$ cat src/rtl/banner_scan_reader.sv
module banner_scan_reader #(
  parameter int unsigned BMP_W        = 20,
  parameter int unsigned BMP_H        = 15,
  parameter int unsigned SCALE_SHIFT  = 3,
  parameter int unsigned ORG_X        = 240,
  parameter int unsigned ORG_Y        = 180,
  parameter int unsigned BLINK_FRAMES = 30
) (
  input  logic       clk,
  input  logic       rst,
  input  logic [9:0] pixel_x,
  input  logic [9:0] pixel_y,
  input  logic       video_on,
  input  logic       frame_start,
  input  logic       show,
  output logic [8:0] rom_addr,
  input  logic [2:0] rom_q,
  output logic [2:0] pix_color,
  output logic       pix_opaque,
  output logic       busy
);

  typedef enum logic [1:0] {IDLE, ARMED, DISPLAY} state_t;

  localparam logic [10:0] X_LO = 11'(ORG_X);
  localparam logic [10:0] X_HI = 11'(ORG_X + (BMP_W << SCALE_SHIFT));
  localparam logic [10:0] Y_LO = 11'(ORG_Y);
  localparam logic [10:0] Y_HI = 11'(ORG_Y + (BMP_H << SCALE_SHIFT));

  state_t     state_q, state_d;
  logic [8:0] rom_addr_q, rom_addr_d;
  logic       win_q, win_d;
  logic [2:0] pix_color_q, pix_color_d;
  logic       pix_opaque_q, pix_opaque_d;
  logic       busy_q, busy_d;

  logic       in_win;
  logic [9:0] dx, dy;
  logic [8:0] col, row, row_off, addr;

`ifdef BANNER_BLINK_EN
  localparam logic [7:0] BLINK_LAST = 8'(BLINK_FRAMES - 1);
  logic [7:0] blink_cnt_q, blink_cnt_d;
  logic       blink_on_q, blink_on_d;
`endif

  // row*BMP_W built from shifted copies of row, one per set bit of BMP_W.
  always_comb begin
    in_win = video_on
          && ({1'b0, pixel_x} >= X_LO) && ({1'b0, pixel_x} < X_HI)
          && ({1'b0, pixel_y} >= Y_LO) && ({1'b0, pixel_y} < Y_HI);
    dx  = pixel_x - X_LO[9:0];
    dy  = pixel_y - Y_LO[9:0];
    col = 9'(dx >> SCALE_SHIFT);
    row = 9'(dy >> SCALE_SHIFT);
    row_off = '0;
    for (int unsigned i = 0; i < 9; i++) begin
      if (BMP_W[i]) row_off = row_off + (row << i);
    end
    addr = row_off + col;
  end

  always_comb begin
    state_d = state_q;
    unique case (state_q)
      IDLE:    if (show) state_d = ARMED;
      ARMED: begin
        if (!show)            state_d = IDLE;
        else if (frame_start) state_d = DISPLAY;
      end
      DISPLAY: if (frame_start && !show) state_d = IDLE;
      default: state_d = IDLE;
    endcase
    busy_d = (state_d == DISPLAY);

    rom_addr_d   = in_win ? addr : '0;
    win_d        = in_win && (state_q == DISPLAY);
    pix_color_d  = win_q ? rom_q : '0;
    pix_opaque_d = win_q && (rom_q != '0);

`ifdef BANNER_BLINK_EN
    win_d       = win_d && blink_on_q;
    blink_cnt_d = blink_cnt_q;
    blink_on_d  = blink_on_q;
    if (state_d != DISPLAY) begin
      blink_cnt_d = '0;
      blink_on_d  = 1'b0;
    end else if (state_q != DISPLAY) begin
      blink_cnt_d = '0;
      blink_on_d  = 1'b1;
    end else if (frame_start) begin
      if (blink_cnt_q == BLINK_LAST) begin
        blink_cnt_d = '0;
        blink_on_d  = !blink_on_q;
      end else begin
        blink_cnt_d = blink_cnt_q + 8'd1;
      end
    end
`endif
  end

  always_ff @(posedge clk or posedge rst) begin
    if (rst) begin
      state_q      <= IDLE;
      busy_q       <= 1'b0;
      rom_addr_q   <= '0;
      win_q        <= 1'b0;
      pix_color_q  <= '0;
      pix_opaque_q <= 1'b0;
`ifdef BANNER_BLINK_EN
      blink_cnt_q  <= '0;
      blink_on_q   <= 1'b0;
`endif
    end else begin
      state_q      <= state_d;
      busy_q       <= busy_d;
      rom_addr_q   <= rom_addr_d;
      win_q        <= win_d;
      pix_color_q  <= pix_color_d;
      pix_opaque_q <= pix_opaque_d;
`ifdef BANNER_BLINK_EN
      blink_cnt_q  <= blink_cnt_d;
      blink_on_q   <= blink_on_d;
`endif
    end
  end

  assign rom_addr   = rom_addr_q;
  assign pix_color  = pix_color_q;
  assign pix_opaque = pix_opaque_q;
  assign busy       = busy_q;

endmodule

$ cat config.mk
export PLATFORM = sky130hd
export DESIGN_NAME = banner_scan_reader
export DESIGN_NICKNAME = d
export VERILOG_FILES = /design/src/rtl/banner_scan_reader.sv
export SDC_FILE = /design/constraint.sdc
export NUM_CORES = 1
export LEC_CHECK = 0
export ABC_AREA = 1
export BUFFER_PORTS_ARGS = -buffer_cell sky130_fd_sc_hd__buf_2
export CAP_MARGIN = 5
export CORE_MARGIN = 5
export CORE_UTILIZATION = 30
export CTS_BUF_LIST = sky130_fd_sc_hd__clkbuf_8
export DETAILED_ROUTE_END_ITERATION = 12
export PLACE_DENSITY = 0.49
export SETUP_SLACK_MARGIN = 0.1
export SLEW_MARGIN = 40
export SYNTH_ARGS = -nofsm -noshare
export SYNTH_HDL_FRONTEND = slang
export SYNTH_SLANG_ARGS = --single-unit
$ cat constraint.sdc
create_clock -name clk -period 1.07 [get_ports clk]
set_clock_uncertainty 0.05 [all_clocks]
set_input_delay 0.1605 -clock clk [delete_from_list [all_inputs] [get_ports clk]]
set_output_delay 0.1605 -clock clk [all_outputs]
set_load 0.05 [all_outputs]
* Word level (Yosys, flattened, before mapping)
Index checks and enable logic that the tools add are counted.
** Storage, ports and cells
- Bits in latches :: 0
- RAM bits :: 0
- Output and inout port bits :: 14
- Memory bits (read-only) :: 0
- Flip-flop bits (word level) :: 17
- Memories :: 0
- Input port bits :: 28
** Cells by class
- Shift-type cells :: 0
- Bitwise operators :: 0
- Div/mod/pow operators :: 0
- Mux-type cells :: 7
- Multiply operators :: 0
- Add/subtract/negate cells :: 4
- Reduce and logical (&&, ||, !) cells :: 10
- Eq/ne operators :: 3
- Order comparisons :: 4
** Operators by type and width (count)
- 10-bit by 8-bit >= comparator with 1-bit output (second input constant) :: 2
- 10-bit by 9-bit less-than comparator with 1-bit output (second input constant) :: 2
- 10-bit by 8-bit subtractor with 10-bit output (second input constant) :: 2
- 9-bit by 7-bit adder with 9-bit output :: 1
- 9-bit adder :: 1
- 9-bit 2-to-1 mux :: 1
- 2-bit 2-to-1 mux :: 4
- 1-bit logical AND :: 7
- 2-bit case mux with 3 select lines :: 1
- 2-bit equality test (second input constant) :: 2
- 3-bit 2-to-1 mux :: 1
- 3-bit nonzero test :: 1
- 2-bit by 1-bit equality test with 1-bit output (second input constant) :: 1
- 2-bit zero test :: 1
- 1-bit zero test :: 1

* Logic depth before layout (Yosys ltp)
Gate-level depths: netlist (run 1).
- Word-level depth :: 6
- Mapped depth :: 17
- Gate-level depth less buffers :: 17

* Worst setup path after synthesis (run 1)
OpenSTA, ideal clock, no wires.
- Path kind :: input port to flip-flop
- Start point :: in pixel_y[3]
- End point :: reg rom_addr_q[7], in the netlist rom_addr[7]
- Arrival time :: 2.346 ns
- Library setup time :: 0.073 ns
- Path slack :: -1.399 ns
- Stages on the path :: 17
- Cells stage by stage :: inv_1 ha_1 nor2_2 nor2_1 inv_1 nand2_1 inv_1 fa_1 inv_1 ha_1 nand2_1 inv_1 nor2_1 nor2_1 nor2_1 or2_2 a21oi_2
** On the way
- Cells in the longest elaborated chain, start to end :: 4
- Elaborated cells on any way between the ends :: 8
- Those cells by class :: add/sub (3); order compare (2); mux (1); reduce/logical (2)
** RTL lines
- start: declaration :: line 12 : input logic [9:0] pixel_y,
- 10-bit by 8-bit subtractor with 10-bit output or 10-bit by 8-bit >= comparator with 1-bit output (tied branches) :: line 53, 51
- 9-bit adder or 1-bit logical AND (tied branches) :: line 58, 51
- 9-bit by 7-bit adder with 9-bit output or 1-bit logical AND (tied branches) :: line 60, 51
- 9-bit 2-to-1 mux (*) :: line 76 : rom_addr_d = in_win ? addr : '0;
- named net rom_addr_d[7] :: line 31 : logic [8:0] rom_addr_q, rom_addr_d;
- end signal: assignment :: line 117 : rom_addr_q <= rom_addr_d;
- end: declaration :: line 31
The timed path passes the listed nets; every way through them passes the cells marked *.

* Worst setup path in the final report (run 1)
- Start point :: in pixel_y[4]
- End point :: reg rom_addr_q[7], in the netlist rom_addr[7]
The elaborated chain is that of the path after synthesis.

==> results of run 1 <==
-- report_power, final --
part	internal (W)	total, W	switching, W
sequential	0.000673	0.000696	0.0000236
clock	0.000257	0.000455	0.000198
combinational	0.000625	0.00121	0.000585
-- flip-flops by register name (all words and copies together), names as in the netlist --
register	flops
rom_addr	9
pix_color	3
state_q	2
busy	1
pix_opaque	1
win_q	1
-- repair_timing --
| item | 4_1_cts | 5_1_grt |
|---|---|---|
| pin swaps | 26 | 16 |
| hold buffers | 1 | 0 |
| setup buffers | 6 | 0 |
| resized for setup | 65 | 18 |
| endpoints found under the setup margin | 24 | 25 |
| endpoints found under the hold margin | 17 | 0 |
-- routing by layer --
layer  up-vias  track usage, %  wire (um)
met5         -               0          0
met4         0            3.95         12
met3         2            2.30        173
met2        31            22.3       1640
met1       532            14.2       1210
li1        623               -          -
-- worst max-delay path, stage by stage --
cell and delay [ns]:
buf_2 0.13, buf_4 0.14, xor2_2 0.17, buf_4 0.13
fa_1 0.51, inv_2 0.05, ha_4 0.29, nand2_2 0.06
inv_2 0.05, nor2_1 0.03, nor2_1 0.09, nor2_1 0.06
or2_4 0.22, a21oi_2 0.12
-- cells in the mapped netlist --
master	instances	area [sq um]
o21ai_2	1	8.76
nor3_2	1	10.0
nand4_1	3	18.8
fa_1	4	80.1
nor2_2	1	6.26
xnor2_1	1	8.76
nor2_1	16	60.1
or2_2	1	6.26
and2_1	1	6.26
a21oi_1	5	25.0
o211ai_1	2	15.0
nand3_1	10	50.1
nor3b_1	1	7.51
a31oi_1	1	6.26
ha_1	13	163
nand2_1	23	86.3
a21o_1	1	7.51
dfrtp_1	17	425
a21oi_2	2	17.5
inv_1	37	139
xor2_1	6	52.6
o21ai_1	1	5.00
nand2_2	3	18.8
inv_2	2	7.51
a22o_1	1	8.76
nand3_2	1	10.0
-- cell usage in the layout (no fill, tap or decap), drive strengths merged, types with 2 or more instances in the layout --
| cell type | netlist | layout |
|---|---|---|
| buf | 0 | 71 |
| nand3 | 11 | 11 |
| dfrtp | 17 | 17 |
| inv | 39 | 39 |
| nand2 | 26 | 26 |
| o21ai | 2 | 2 |
| a21oi | 7 | 7 |
| fa | 4 | 4 |
| xor2 | 6 | 6 |
| clkbuf | 0 | 3 |
| nor2 | 17 | 17 |
| ha | 13 | 13 |
| o211ai | 2 | 2 |
| nand4 | 3 | 3 |
-- stage by stage --
| stage | setup TNS, ns | worst slack (ns) | util (%) | total power, W |
|---|---|---|---|---|
| 3_3_place_gp | -8.50 | -1.37 | 44.1 | 0.00161 |
| 2_1_floorplan | -4.86 | -1.11 | - | 0.00129 |
| 6_report | -4.84 | -1.01 | 54.2 | 0.00236 |
| 3_5_place_dp | -8.81 | -1.42 | 44.1 | 0.00163 |
| 5_1_grt | -5.96 | -1.11 | 54.2 | 0.00253 |
| 4_1_cts | -5.08 | -1.03 | 53.1 | 0.00230 |
-- final timing paths --
| kind | from | end | cells after the start |
|---|---|---|---|
| setup / recovery | pixel_y[4] | rom_addr[7] | 14 |
| hold / removal | rom_q[2] | pix_color[2] | 3 |
| setup reg to reg | state_q[1] | state_q[1] | 2 |
| hold reg to reg | state_q[0] | win_q | 1 |
| max in group asynchronous | rst | rom_addr[5] | 4 |
| min in group asynchronous | rst | rom_addr[7] | 4 |
-- cell type report --
class / count / area [sq um] / area share (%)
clock buffer: 3 / 41.3 / 1.89
timing repair buffer: 72 / 588 / 26.9
sequential: 17 / 425 / 19.5
clock inverter: 1 / 5.00 / 0.229
multi-input combinational: 99 / 896 / 41.0
inverter: 39 / 166 / 7.62
tap: 50 / 62.6 / 2.86
-- logic make-up after synthesis --
group	count (synthesis)	synth area share (%)
XOR/XNOR	7	4.91
AND/OR/NAND/NOR	61	22.4
AO/OA/AOI/OAI	14	7.51
flip-flops	17	34.0
adder cells (fa/ha/maj)	17	19.4
buffers and inverters	39	11.7
==> results.sh, run 1 <==
export IMPL_worstPathArrival_ns=2.21
export IMPL_die_area_sq_um=5560
export IMPL_cts_root_buffer="clkbuf_8"
export IMPL_syn_inst=155
export IMPL_grt_max_degree=18
export IMPL_fillers=395
export IMPL_period_needed_ns=2.08
export IMPL_cts_made_buffers=3
export IMPL_power_density_nw_per_um2=1080
export IMPL_slew_headroom_pct=80.1
export IMPL_maxCapViolCount=0
export IMPL_start_util_pct=31.0
export IMPL_antenna_left=0
export IMPL_wl_um=3040
export IMPL_cts_sinks=17
export IMPL_stdcell_area_sq_um=2180
export IMPL_grt_usage_pct=12.2
export IMPL_via_per_inst=4.23
export IMPL_vias=1188
export IMPL_drt_wirelength_per_cell_um=10.8
export IMPL_cts_tree="done"
export IMPL_hold_viol_final=0
export IMPL_core_sq_um=4030
export IMPL_hp_class="input pin to flip-flop"
export IMPL_endpoint_kind="flip-flop"
export IMPL_synth_seq_area_share_pct=34.0
export IMPL_violations="negative setup slack"
export IMPL_drive_gt1_share_pct=55.0
export IMPL_synthDistinctLibCells=26
export IMPL_grt_pass1_vias=1309
export IMPL_worstSetupPathType="input pin to flip-flop"
export IMPL_ys_seq_elements=17
export IMPL_place_area_sq_um=1780
export IMPL_clock_fmax_mhz=481
export IMPL_die_h_um=74.6
export IMPL_antenna_found_initial=0
export IMPL_required_ns=1.20
export IMPL_grt_pass1_wl_um=5350
export IMPL_status="finished with violations"
export IMPL_htree_levels=1
export IMPL_cts_path_max_buffers=2
export IMPL_drcViolationCount=0
export IMPL_ys_warn_count=0
export IMPL_synthesis_area_sq_um=1250
export IMPL_rsz0062_at_grt="yes"
export IMPL_p_leak_nw=1.17
export IMPL_clkTransAtPathRegs_ns=0.06
export IMPL_io_buffer_count=38
export IMPL_dp_cells=271
export IMPL_setup_ws_ns=-1.01
export IMPL_area_growth_pct=74.8
export IMPL_clock_latency_ns=0.25
export IMPL_n_antenna_cell=0
export IMPL_drv_slew=0
export IMPL_cp_max_fo=5
export IMPL_cp_start_kind="input pin"
export IMPL_fin_crit_sh_pct=194
export IMPL_reg2reg_slack_ns=0.17
export IMPL_die_w_um=74.6
export IMPL_gp_congestion=0.811
export IMPL_grt_overflow_total=0
export IMPL_drt_iter0_drc=9
export IMPL_fin_cells=281
export IMPL_first_pass_iters=4
export IMPL_setup_viol=10
export IMPL_nets=277
export IMPL_hpwl_um=2420
export IMPL_syn_nets=200
export IMPL_hold_ws_ns=0.0753
export IMPL_syn_mean_instance_area_sq_um=8.06
export IMPL_io_pins=42
export IMPL_ir_drop_v=0.000402
export IMPL_tightest_slew_ns=0.297
export IMPL_num_rows=23
Note: power is estimated with default switching activity, not from simulation.
==> run 2: changes to the inputs <==
- clock period: 1.07 -> 2.4 ns (I/O delays scaled with it)
==> results.sh, run 2 (synthesized netlist as in run 1, its figures left out) <==
export IMPL_cts_made_buffers=3
export IMPL_area_growth_pct=56.7
export IMPL_p_switching_w=0.000344
export IMPL_drt_iter0_drc=26
export IMPL_swShare_pct=34.1
export IMPL_drv_slew=0
export IMPL_power_density_nw_per_um2=516
export IMPL_power_frac_comb_pct=50.0
export IMPL_stdcell_area_sq_um=1960
export IMPL_cts_root_buffer="clkbuf_8"
export IMPL_grt_pass1_vias=1238
export IMPL_ir_drop_v=0.000161
export IMPL_core_sq_um=4030
export IMPL_wl_um=2990
export IMPL_reg2reg_slack_ns=1.49
export IMPL_path_cells="buf_8 -> inv_6 -> ha_4 -> xor2_2 -> buf_4 -> fa_1 -> inv_2 -> ha_4 -> nand2_2 -> inv_2 -> nor2_2 -> nor2_1 -> nor2_1 -> or2_4 -> a21oi_2"
export IMPL_grt_overflow_total=0
export IMPL_cts_tree="done"
export IMPL_cp_start_kind="input pin"
export IMPL_gp_congestion=0.816
export IMPL_fin_crit_sh_pct=96.2
export IMPL_first_pass_iters=2
export IMPL_worstPathArrival_ns=2.43
export IMPL_htree_levels=1
export IMPL_setup_viol=0
export IMPL_cts_sinks=17
export IMPL_place_area_sq_um=1720
export IMPL_slowest_delay_ns=0.54
export IMPL_clock_fmax_mhz=433
export IMPL_die_w_um=74.6
export IMPL_start_util_pct=31.0
export IMPL_worst_path_buf_inv=5
export IMPL_fillers=428
export IMPL_antenna_found_initial=0
export IMPL_endpoint_kind="flip-flop"
export IMPL_hpwl_um=2430
export IMPL_die_area_sq_um=5560
export IMPL_hp_class="input pin to async pin"
export IMPL_clkTransAtPathRegs_ns=0.06
export IMPL_fin_setup_tns_ns=0
export IMPL_clock_latency_ns=0.24
export IMPL_io_buffer_count=38
export IMPL_status="finished clean"
export IMPL_via_per_inst=4.31
export IMPL_r2r_start="state_q[0]"
export IMPL_rsz0062_at_grt="yes"
export IMPL_p_leak_nw=1.12
export IMPL_drive_gt1_share_pct=47.8
export IMPL_num_rows=23
export IMPL_required_ns=2.53
export IMPL_drt_wirelength_per_cell_um=10.9
export IMPL_nets=270
export IMPL_cts_path_max_buffers=2
export IMPL_tightest_slew_ns=0.610
export IMPL_final_cell_mix="buf_2 (33), inv_1 (31), buf_4 (26)"
export IMPL_p_seq_share_pct=30.4
export IMPL_worst_r2r_path_depth=3
export IMPL_n_antenna_cell=0
export IMPL_cp_max_fo=3
export IMPL_crit_slowest_cell="fa_1"
export IMPL_layout_commonest_cell="buf_2"
export IMPL_grt_usage_pct=11.1
export IMPL_period_needed_ns=2.31
export IMPL_slew_headroom_pct=59.3
export IMPL_maxCapViolCount=0
export IMPL_hold_buffers=0
export IMPL_vias=1180
export IMPL_antenna_left=0
export IMPL_path_delay_family="adder cells"
export IMPL_largest_reg_flops=9
export IMPL_rr_endpoint="state_q[0]"
export IMPL_drcViolationCount=0
export IMPL_internal_power_w=0.000666
export IMPL_worstSetupPathType="input pin to flip-flop"
export IMPL_hold_viol_final=0
export IMPL_hold_ws_ns=0.133
export IMPL_die_h_um=74.6
export IMPL_clkPwrFrac_pct=19.6
export IMPL_io_pins=42
export IMPL_grt_max_degree=18
export IMPL_grt_pass1_wl_um=4930
run 2: worst max-delay path by stage:
stage               slack (ns)       start          end  cells after the start
detailed placement       -0.27  pixel_y[3]  rom_addr[7]                     18
global placement         -0.20  pixel_y[3]  rom_addr[7]                     15
floorplan                 0.01  pixel_y[3]  rom_addr[7]                     17
CTS                       0.09  pixel_y[3]  rom_addr[7]                     17
finish                    0.09  pixel_y[3]  rom_addr[7]                     15
global route             -0.03  pixel_y[5]  rom_addr[8]                     17
run 2: worst reg2reg max path: cells and delay by family (launching register included):
kind	cells	cell delay, ns
AOI/OAI and AO/OA	1	0.22
and+or+nand+nor	1	0.09
buffers and inverters	1	0.07
DFF	1	0.41
run 2: cell type report:
| cell class | count | area, sq um | share of cell area [%] |
|---|---|---|---|
| Clock buffer | 3 | 41.3 | 2.11 |
| Multi-Input combinational cell | 99 | 843 | 43.1 |
| Tap cell | 50 | 62.6 | 3.19 |
| Inverter | 39 | 154 | 7.86 |
| Clock inverter | 1 | 3.75 | 0.192 |
| Timing Repair Buffer | 65 | 428 | 21.9 |
| Sequential cell | 17 | 425 | 21.7 |
run 2: what timing repair did:
| item | in CTS | in global routing |
|---|---|---|
| pin swaps | 10 | 18 |
| endpoints found under the setup margin | 3 | 4 |
| gates resized for setup | 11 | 26 |
| endpoints found under the hold margin | 0 | 0 |
| cloned | 0 | 0 |
| buffers inserted | 3 | 2 |
run 2: per-stage QoR:
| step | util (%) | setup slack [ns] | instances | total power, W |
|---|---|---|---|---|
| 3_5_place_dp | 42.6 | -0.271 | 265 | 0.000711 |
| 2_1_floorplan | - | 0.0132 | 155 | 0.000567 |
| 5_1_grt | 48.6 | -0.0349 | 274 | 0.00110 |
| 4_1_cts | 45.2 | 0.0931 | 272 | 0.000934 |
| 3_3_place_gp | 42.6 | -0.204 | 265 | 0.000700 |
| 6_report | 48.6 | 0.0916 | 274 | 0.00101 |
run 2: power groups by stage:
stage / clock [W] / sequential [W] / combinational, W
6_report: 0.000198 / 0.000308 / 0.000505
5_1_grt: 0.000218 / 0.000309 / 0.000575
4_1_cts: 0.000206 / 0.000307 / 0.000421
3_5_place_dp: 0 / 0.000312 / 0.000399
3_3_place_gp: 0 / 0.000311 / 0.000389
2_1_floorplan: 0 / 0.000335 / 0.000232
run 2: per-layer routing:
layer	up-vias	wire length (um)	track usage (%)
met1	535	1110	12.2
met3	2	204	0.946
li1	614	-	-
met5	-	0	0
met4	0	16	4.15
met2	29	1660	21.9
